**config.mk**
```make
export PLATFORM = sky130hd
export DESIGN_NAME = flags_update
export DESIGN_NICKNAME = d
export VERILOG_FILES = /design/src/rtl/flags_update.sv
export SDC_FILE = /design/constraint.sdc
export NUM_CORES = 1
export LEC_CHECK = 0
export ABC_AREA = 1
export CORE_MARGIN = 2
export CORE_UTILIZATION = 40
export CTS_CLUSTER_DIAMETER = 100
export DETAILED_ROUTE_END_ITERATION = 8
export MAX_ROUTING_LAYER = met4
export PLACE_DENSITY = 0.66
export SLEW_MARGIN = 40
export SYNTH_ARGS = -nofsm -noshare
export SYNTH_HDL_FRONTEND = slang
export SYNTH_SLANG_ARGS = --single-unit
```
**constraint.sdc**
```tcl
create_clock -name clk -period 1.8 [get_ports clk]
set_clock_uncertainty 0.2 [all_clocks]
set_input_delay 0.36 -clock clk [delete_from_list [all_inputs] [get_ports clk]]
set_output_delay 0.36 -clock clk [all_outputs]
set_load 0.05 [all_outputs]
```
**src/rtl/flags_update.sv**
```systemverilog
// ============================================================================
//  Module      : flags_update
//  Description : Registered ALU result with a staged, masked NZCV flag commit
//                that lands one edge after the result.
//  Revision    : 1.0  initial release
// ============================================================================
`default_nettype none

module flags_update (
  input  logic        clk,
  input  logic        reset,
  input  logic        valid_in,
  input  logic        hold,
  input  logic [1:0]  ALUControl,
  input  logic [31:0] SrcA,
  input  logic [31:0] SrcB,
  input  logic [1:0]  FlagW,
  input  logic        CondEx,
  output logic        ready,
  output logic        valid_out,
  output logic [31:0] Result,
  output logic [3:0]  Flags,
  output logic [3:0]  FlagsNext,
  output logic        pending
);

  localparam logic [1:0] ALU_ADD = 2'b00;
  localparam logic [1:0] ALU_SUB = 2'b01;
  localparam logic [1:0] ALU_AND = 2'b10;
  localparam logic [1:0] ALU_ORR = 2'b11;

  logic        valid_q, valid_d;
  logic [31:0] result_q, result_d;
  logic [3:0]  stage_q, stage_d;
  logic [1:0]  mask_q, mask_d;
  logic [3:0]  flags_q, flags_d;

  logic        is_sub;
  logic [31:0] b_eff;
  logic [32:0] alu_sum;
  logic [31:0] alu_res;
  logic        alu_c;
  logic        alu_v;
  logic [3:0]  alu_nzcv;
  logic [1:0]  op_mask;
  logic [3:0]  flags_merged;

  // SUB is folded into the adder as A + ~B + 1 so carry and overflow share logic.
  assign is_sub  = (ALUControl == ALU_SUB);
  assign b_eff   = is_sub ? ~SrcB : SrcB;
  assign alu_sum = {1'b0, SrcA} + {1'b0, b_eff} + {32'd0, is_sub};

  always_comb begin
    alu_res = alu_sum[31:0];
    alu_c   = alu_sum[32];
    alu_v   = (SrcA[31] == b_eff[31]) & (alu_sum[31] != SrcA[31]);
    op_mask = FlagW & {2{CondEx}};
    case (ALUControl)
      ALU_AND: begin
        alu_res    = SrcA & SrcB;
        alu_c      = 1'b0;
        alu_v      = 1'b0;
        op_mask[0] = 1'b0;
      end
      ALU_ORR: begin
        alu_res    = SrcA | SrcB;
        alu_c      = 1'b0;
        alu_v      = 1'b0;
        op_mask[0] = 1'b0;
      end
      default: ;
    endcase
  end

  assign alu_nzcv = {alu_res[31], (alu_res == 32'd0), alu_c, alu_v};

  assign flags_merged = {mask_q[1] ? stage_q[3:2] : flags_q[3:2],
                         mask_q[0] ? stage_q[1:0] : flags_q[1:0]};

  // Commit of the older op and capture of the newer one happen on the same edge.
  always_comb begin
    valid_d  = valid_q;
    result_d = result_q;
    stage_d  = stage_q;
    mask_d   = mask_q;
    flags_d  = flags_q;
    if (!hold) begin
      if (valid_q) begin
        flags_d = flags_merged;
      end
      valid_d = valid_in;
      if (valid_in) begin
        result_d = alu_res;
        stage_d  = alu_nzcv;
        mask_d   = op_mask;
      end
    end
  end

  always_ff @(posedge clk or posedge reset) begin
    if (reset) begin
      valid_q  <= 1'b0;
      result_q <= 32'd0;
      stage_q  <= 4'd0;
      mask_q   <= 2'd0;
      flags_q  <= 4'd0;
    end else begin
      valid_q  <= valid_d;
      result_q <= result_d;
      stage_q  <= stage_d;
      mask_q   <= mask_d;
      flags_q  <= flags_d;
    end
  end

  assign ready     = ~hold;
  assign valid_out = valid_q;
  assign Result    = result_q;
  assign Flags     = flags_q;
  assign pending   = valid_q & (mask_q != 2'd0);
  assign FlagsNext = pending ? flags_merged : flags_q;

endmodule

`default_nettype wire

```
# After elaboration in Yosys (flattened, before gate mapping)
# Index checks and enable logic that the tools add are counted.
[word_totals]
regBits = 43
inputBits = 73
word_cells = 32
[classes]
add_sub_neg = 2
eq_ne = 5
n_mux = 8
n_bitwise = 7
reduce_logical = 5
[ops]
columns = ["op", "n"]
rows = [
  ["$pmux W32 S2", 1],
  ["$add A32 B32 Y33", 1],
  ["$add A33 B1 Y33", 1],
  ["$and A32 B32 Y32", 1],
  ["$logic_not A32 Y1", 1],
  ["$mux W32", 1],
  ["$not A32 Y32", 1],
  ["$or A32 B32 Y32", 1],
  ["$eq A2 B2 Y1 const B", 2],
  ["$mux W2", 2],
  ["$mux W4", 1],
  ["$reduce_and A2 Y1", 2],
  ["$mux W1", 3],
  ["$and A1 B1 Y1", 2],
  ["$and A2 B2 Y2", 1],
  ["$eq A2 B1 Y1 const B", 1],
  ["$reduce_bool A2 Y1", 1],
  ["$reduce_or A2 Y1", 1],
  ["$eq A1 B1 Y1", 1],
  ["$ne A1 B1 Y1", 1],
  ["$not A1 Y1", 1],
]

# Logic depth before layout (Yosys ltp)
[logic_depth]
word_depth = 7
mapped_depth = 23
mapped_depth_nobuf = 23

# Least setup slack after synthesis
# No wires, ideal clock.
[synth_timing]
path_type = "flip-flop to output port"
from = "register valid_q (netlist: valid_out)"
to = "output port FlagsNext[0]"
t_arrival_ps = 2600
required_ps = 1240
slack_ps = -1360
path_stages_with_launch = 4
n_path_buf = 0
path_cell_list = "dfrtp_1 inv_1 a21oi_1 o21ai_0"
[synth_between]
elab_chain_len = 2
[synth_rtl]
columns = ["element", "line", "text"]
rows = [
  ["from (decl)", "32", "logic valid_q, valid_d;"],
  ["from (signal assigned)", "108", "valid_q <= valid_d;"],
  ["$and A1 B1 Y1", "120", "assign pending = valid_q & (mask_q != 2'd0);"],
  ["net pending", "24", "output logic pending"],
  ["$mux W4", "121", "assign FlagsNext = pending ? flags_merged : flags_q;"],
  ["to (decl)", "23", "output logic [3:0] FlagsNext,"],
]
# The timed path passes the listed nets, and every way through them passes these cells.

# Final worst setup path
[layout_timing]
from = "input port ALUControl[1]"
to = "register stage_q[2]"
[layout_between]
elab_chain_len = 6
elab_cells_between_ends = 8
[layout_rtl]
columns = ["element", "line", "text"]
rows = [
  ["from (decl)", "14", "input logic [1:0] ALUControl,"],
  ["$eq A2 B1 Y1", "49", "assign is_sub = (ALUControl == ALU_SUB);"],
  ["$mux W32", "50", "assign b_eff = is_sub ? ~SrcB : SrcB;"],
  ["$add A32 B32 Y33", "51", "assign alu_sum = {1'b0, SrcA} + {1'b0, b_eff} + {32'd0, is_sub};"],
  ["$add A33 B1 Y33", "51", ""],
  ["$pmux W32 S2 *", "58", "case (ALUControl)"],
  ["$logic_not A32 Y1 *", "75", "assign alu_nzcv = {alu_res[31], (alu_res == 32'd0), alu_c, alu_v};"],
  ["to (signal assigned)", "110", "stage_q <= stage_d;"],
  ["to (decl)", "34", "logic [3:0] stage_q, stage_d;"],
]
# Mark *: on every way between the ends. The rest lies on a longest branch, timed or not.
# A chain may end at the register's enable or synchronous reset.

==> impl_metrics.env <==
export IMPL_status="complete, but fails checks"
export IMPL_violations="setup timing"
export IMPL_drive_gt1_share_pct=51.6
export IMPL_min_period_ns=3.01
export IMPL_n_fill_cell=594
export IMPL_critPathMostFrequentCell="nand2_2"
export IMPL_drt_iter0_drc=1148
export IMPL_clk_pin_slew_ns=0.07
export IMPL_cpPeakStageDelay_ns=0.34
export IMPL_crit_path_end_kind="flip-flop"
export IMPL_yosysWarnings=0
export IMPL_place_congestion=0.998
export IMPL_insertion_delay_ns=0.30
export IMPL_grt_ovfl_total=0
export IMPL_crit_required_ns=1.82
export IMPL_drt_wl_total_um=31200
export IMPL_cts_tree="yes"
export IMPL_p_switching_uw=3920
export IMPL_cpMaxStageDelayCell="ha_1"
export IMPL_hold_viol_final=0
export IMPL_p_leak_uw=0.00586
export IMPL_worst_slew_pin_slew_ns=0.588
export IMPL_layout_common_cells="219 x buf_4, 177 x nand2_1, 105 x inv_1"
export IMPL_finalNonFillerCells=1487
export IMPL_rsz0062_at_grt="true"
export IMPL_hpwl_um=17100
export IMPL_finalMaxSlewViolations=0
export IMPL_setup_viol=41
export IMPL_grt_pass1_wl_um=35700
export IMPL_worstPathMaxFanout=7
export IMPL_ys_flop_type="dfrtp_1"
export IMPL_first_pass_iters=6
export IMPL_worst_ir_drop_vdd_v=0.000490
export IMPL_rr_startpoint="valid_out$_DFFE_PP0N_"
export IMPL_synthDominantCellAreaShare_pct=20.8
export IMPL_mostFrequentLayoutCell="buf_4"
export IMPL_antenna_cells=0
export IMPL_routedWlPerCell_um=21.0
export IMPL_synth_seq_cells=42
export IMPL_area_growth_pct=117
export IMPL_syn_avg_cell_area_um2=5.73
export IMPL_max_cap_violations=0
export IMPL_die_y_um=119
export IMPL_cp_start_kind="primary input"
export IMPL_synthCells=925
export IMPL_post_route_drc_count=0
export IMPL_synth_area_um2=5300
export IMPL_viasPerCell=5.87
export IMPL_crit_start="ALUControl[1]"
export IMPL_htree_levels=2
export IMPL_detail_route_antenna_nets=0
export IMPL_hold_slack_ns=0.222
export IMPL_power_frac_clock_pct=12.4
export IMPL_place_inst=1419
export IMPL_synth_edff_count=0
export IMPL_fin_nets=1419
export IMPL_period_share_pct=167
export IMPL_syn_nets=1034
export IMPL_synth_async_reset_ratio_pct=100
export IMPL_path_cells="buf_12, inv_16, nand2_8, buf_12, xnor2_2, ha_1, nand2_2, buf_6, nor2_4, nand2_2, inv_2, nand2_2, nand2_2, nand2_2, nand3_2, nand2_2, inv_2, nand2_2, nor2_2, nand3_1, nor2_1, nand3_1, nand2_1"
export IMPL_track_usage_pct=32.4
export IMPL_cp_arrival_ns=3.04
export IMPL_p_comb_share_pct=72.1
export IMPL_ys_types=36
export IMPL_worst_slack_ns=-1.21
export IMPL_power_total_uw=8520
export IMPL_num_vias=8726
export IMPL_synthTopCellsByArea="nand2_1 21%, dfrtp_1 20%, inv_1 9.8%"
export IMPL_antenna_found_initial=0
export IMPL_cts_sinks=42
export IMPL_p_per_area_nw_per_um2=743
export IMPL_initial_utilization_pct=40.5
export IMPL_dieArea_um2=14200
export IMPL_netlist_top_cell_by_area="nand2_1"
export IMPL_core_area_um2=13100
export IMPL_relSlewSlack_pct=60.8
export IMPL_place_port_buffers=115
export IMPL_ios=116
export IMPL_intPower_uw=4600
export IMPL_floorplan_rows=42
export IMPL_cts_buffers=5
export IMPL_fin_setup_tns_ns=-27.97
export IMPL_grt_max_degree=48
export IMPL_holdCritPathClass="primary input to asynchronous set/reset pin"
export IMPL_clock_fmax_ghz=0.332
export IMPL_yosysSeqAreaShare_pct=19.8
export IMPL_path_class="primary input to flip-flop"
export IMPL_grt_pass1_vias=7302
export IMPL_p_seq_share_pct=15.5
export IMPL_switching_share_pct=46.0
export IMPL_die_w_um=119
export IMPL_root_buffer="clkbuf_16"
export IMPL_clock_path_buffers=2
==> sequential cells by signal (all words and copies together), names as in the netlist <==
signal,flops
Result,32
Flags,4
stage_q,3
mask_q,2
valid_out,1
==> cell families after synthesis <==
family / after synthesis / share of synthesized area, %
simple gates: 536 / 42.1
buf+inv: 164 / 12.0
compound gates: 116 / 12.3
flops: 42 / 19.8
fa+ha+maj: 36 / 8.65
xor+xnor: 31 / 5.13
==> power by group through the flow <==
stage / sequential [uW] / clock (uW) / combinational (uW)
2_1_floorplan: 1770 / 0 / 1680
3_3_place_gp: 1310 / 0 / 4390
3_5_place_dp: 1320 / 0 / 4430
4_1_cts: 1300 / 1040 / 5050
5_1_grt: 1340 / 1090 / 6370
6_report: 1320 / 1060 / 6140
==> area by class of cell <==
cell class | count | area (um^2) | area share, %
Timing Repair Buffer | 398 | 4120 | 35.9
Clock inverter | 2 | 37.5 | 0.327
Multi-Input combinational cell | 719 | 5350 | 46.6
Inverter | 144 | 567 | 4.94
Sequential cell | 42 | 1050 | 9.17
Tap cell | 176 | 220 | 1.92
Clock buffer | 6 | 129 | 1.12
==> path summary, 6_finish.rpt <==
check / to / slack, ns / cells past startpoint
min reg2reg: stage_q[0]$_DFFE_PP0P_ / 0.32 / 2
max: stage_q[2]$_DFFE_PP0P_ / -1.21 / 23
min in group clk: valid_out$_DFFE_PP0N_ / 0.27 / 4
min: Result[8]$_DFFE_PP0P_ / 0.22 / 3
max in group asynchronous: Result[26]$_DFFE_PP0P_ / 0.96 / 3
max reg2reg: Flags[2]$_DFFE_PP0P_ / 0.34 / 4
==> timing repair <==
| action | in CTS | in global routing |
|---|---|---|
| cloned | 1 | 2 |
| resized for setup | 251 | 250 |
| pin swaps | 99 | 112 |
| hold buffers | 0 | 0 |
| setup endpoints to repair | 42 | 40 |
| buffers inserted | 27 | 37 |
==> synthesized netlist by cell type, types with 3 or more instances <==
cell	n
nand2_2	6
inv_1	138
a31oi_1	49
nor3_1	4
clkbuf_1	8
buf_1	3
ha_1	35
nand3b_1	9
nand2_1	293
nand3_1	66
nor2_1	136
dfrtp_1	42
xnor2_1	29
nor2_2	5
o21ai_0	31
o21bai_1	3
o21ai_1	3
nand4_1	6
buf_2	7
inv_2	4
a21oi_1	29
==> through the flow <==
| stage | util (%) | worst slack [ns] | cell area (um^2) |
|---|---|---|---|
| after floorplan | - | -0.710 | 5530 |
| after global placement | 68.2 | -1.84 | 8920 |
| after detailed placement | 68.2 | -1.87 | 8920 |
| after CTS | 77.7 | -1.07 | 10200 |
| after global routing | 87.7 | -1.34 | 11500 |
| final | 87.7 | -1.21 | 11500 |
==> layer usage <==
metal  track usage (%)  vias to the layer above  share of wire (%)
li1                  -                     3703                  -
met1              40.9                     4021                 35
met5                 -                        -                  0
met3              4.45                      279                 10
met2              53.8                      723                 47
met4              10.1                        0                8.5
==> worst max-delay path: cells and delay by family <==
kind                     cells  cell delay (ns)
AND/OR/NAND/NOR             15             1.54
buffers and inverters        6             0.65
adder cells (fa/ha/maj)      1             0.34
XOR/XNOR                     1             0.13
Note: power is estimated with default switching activity, not from simulation.
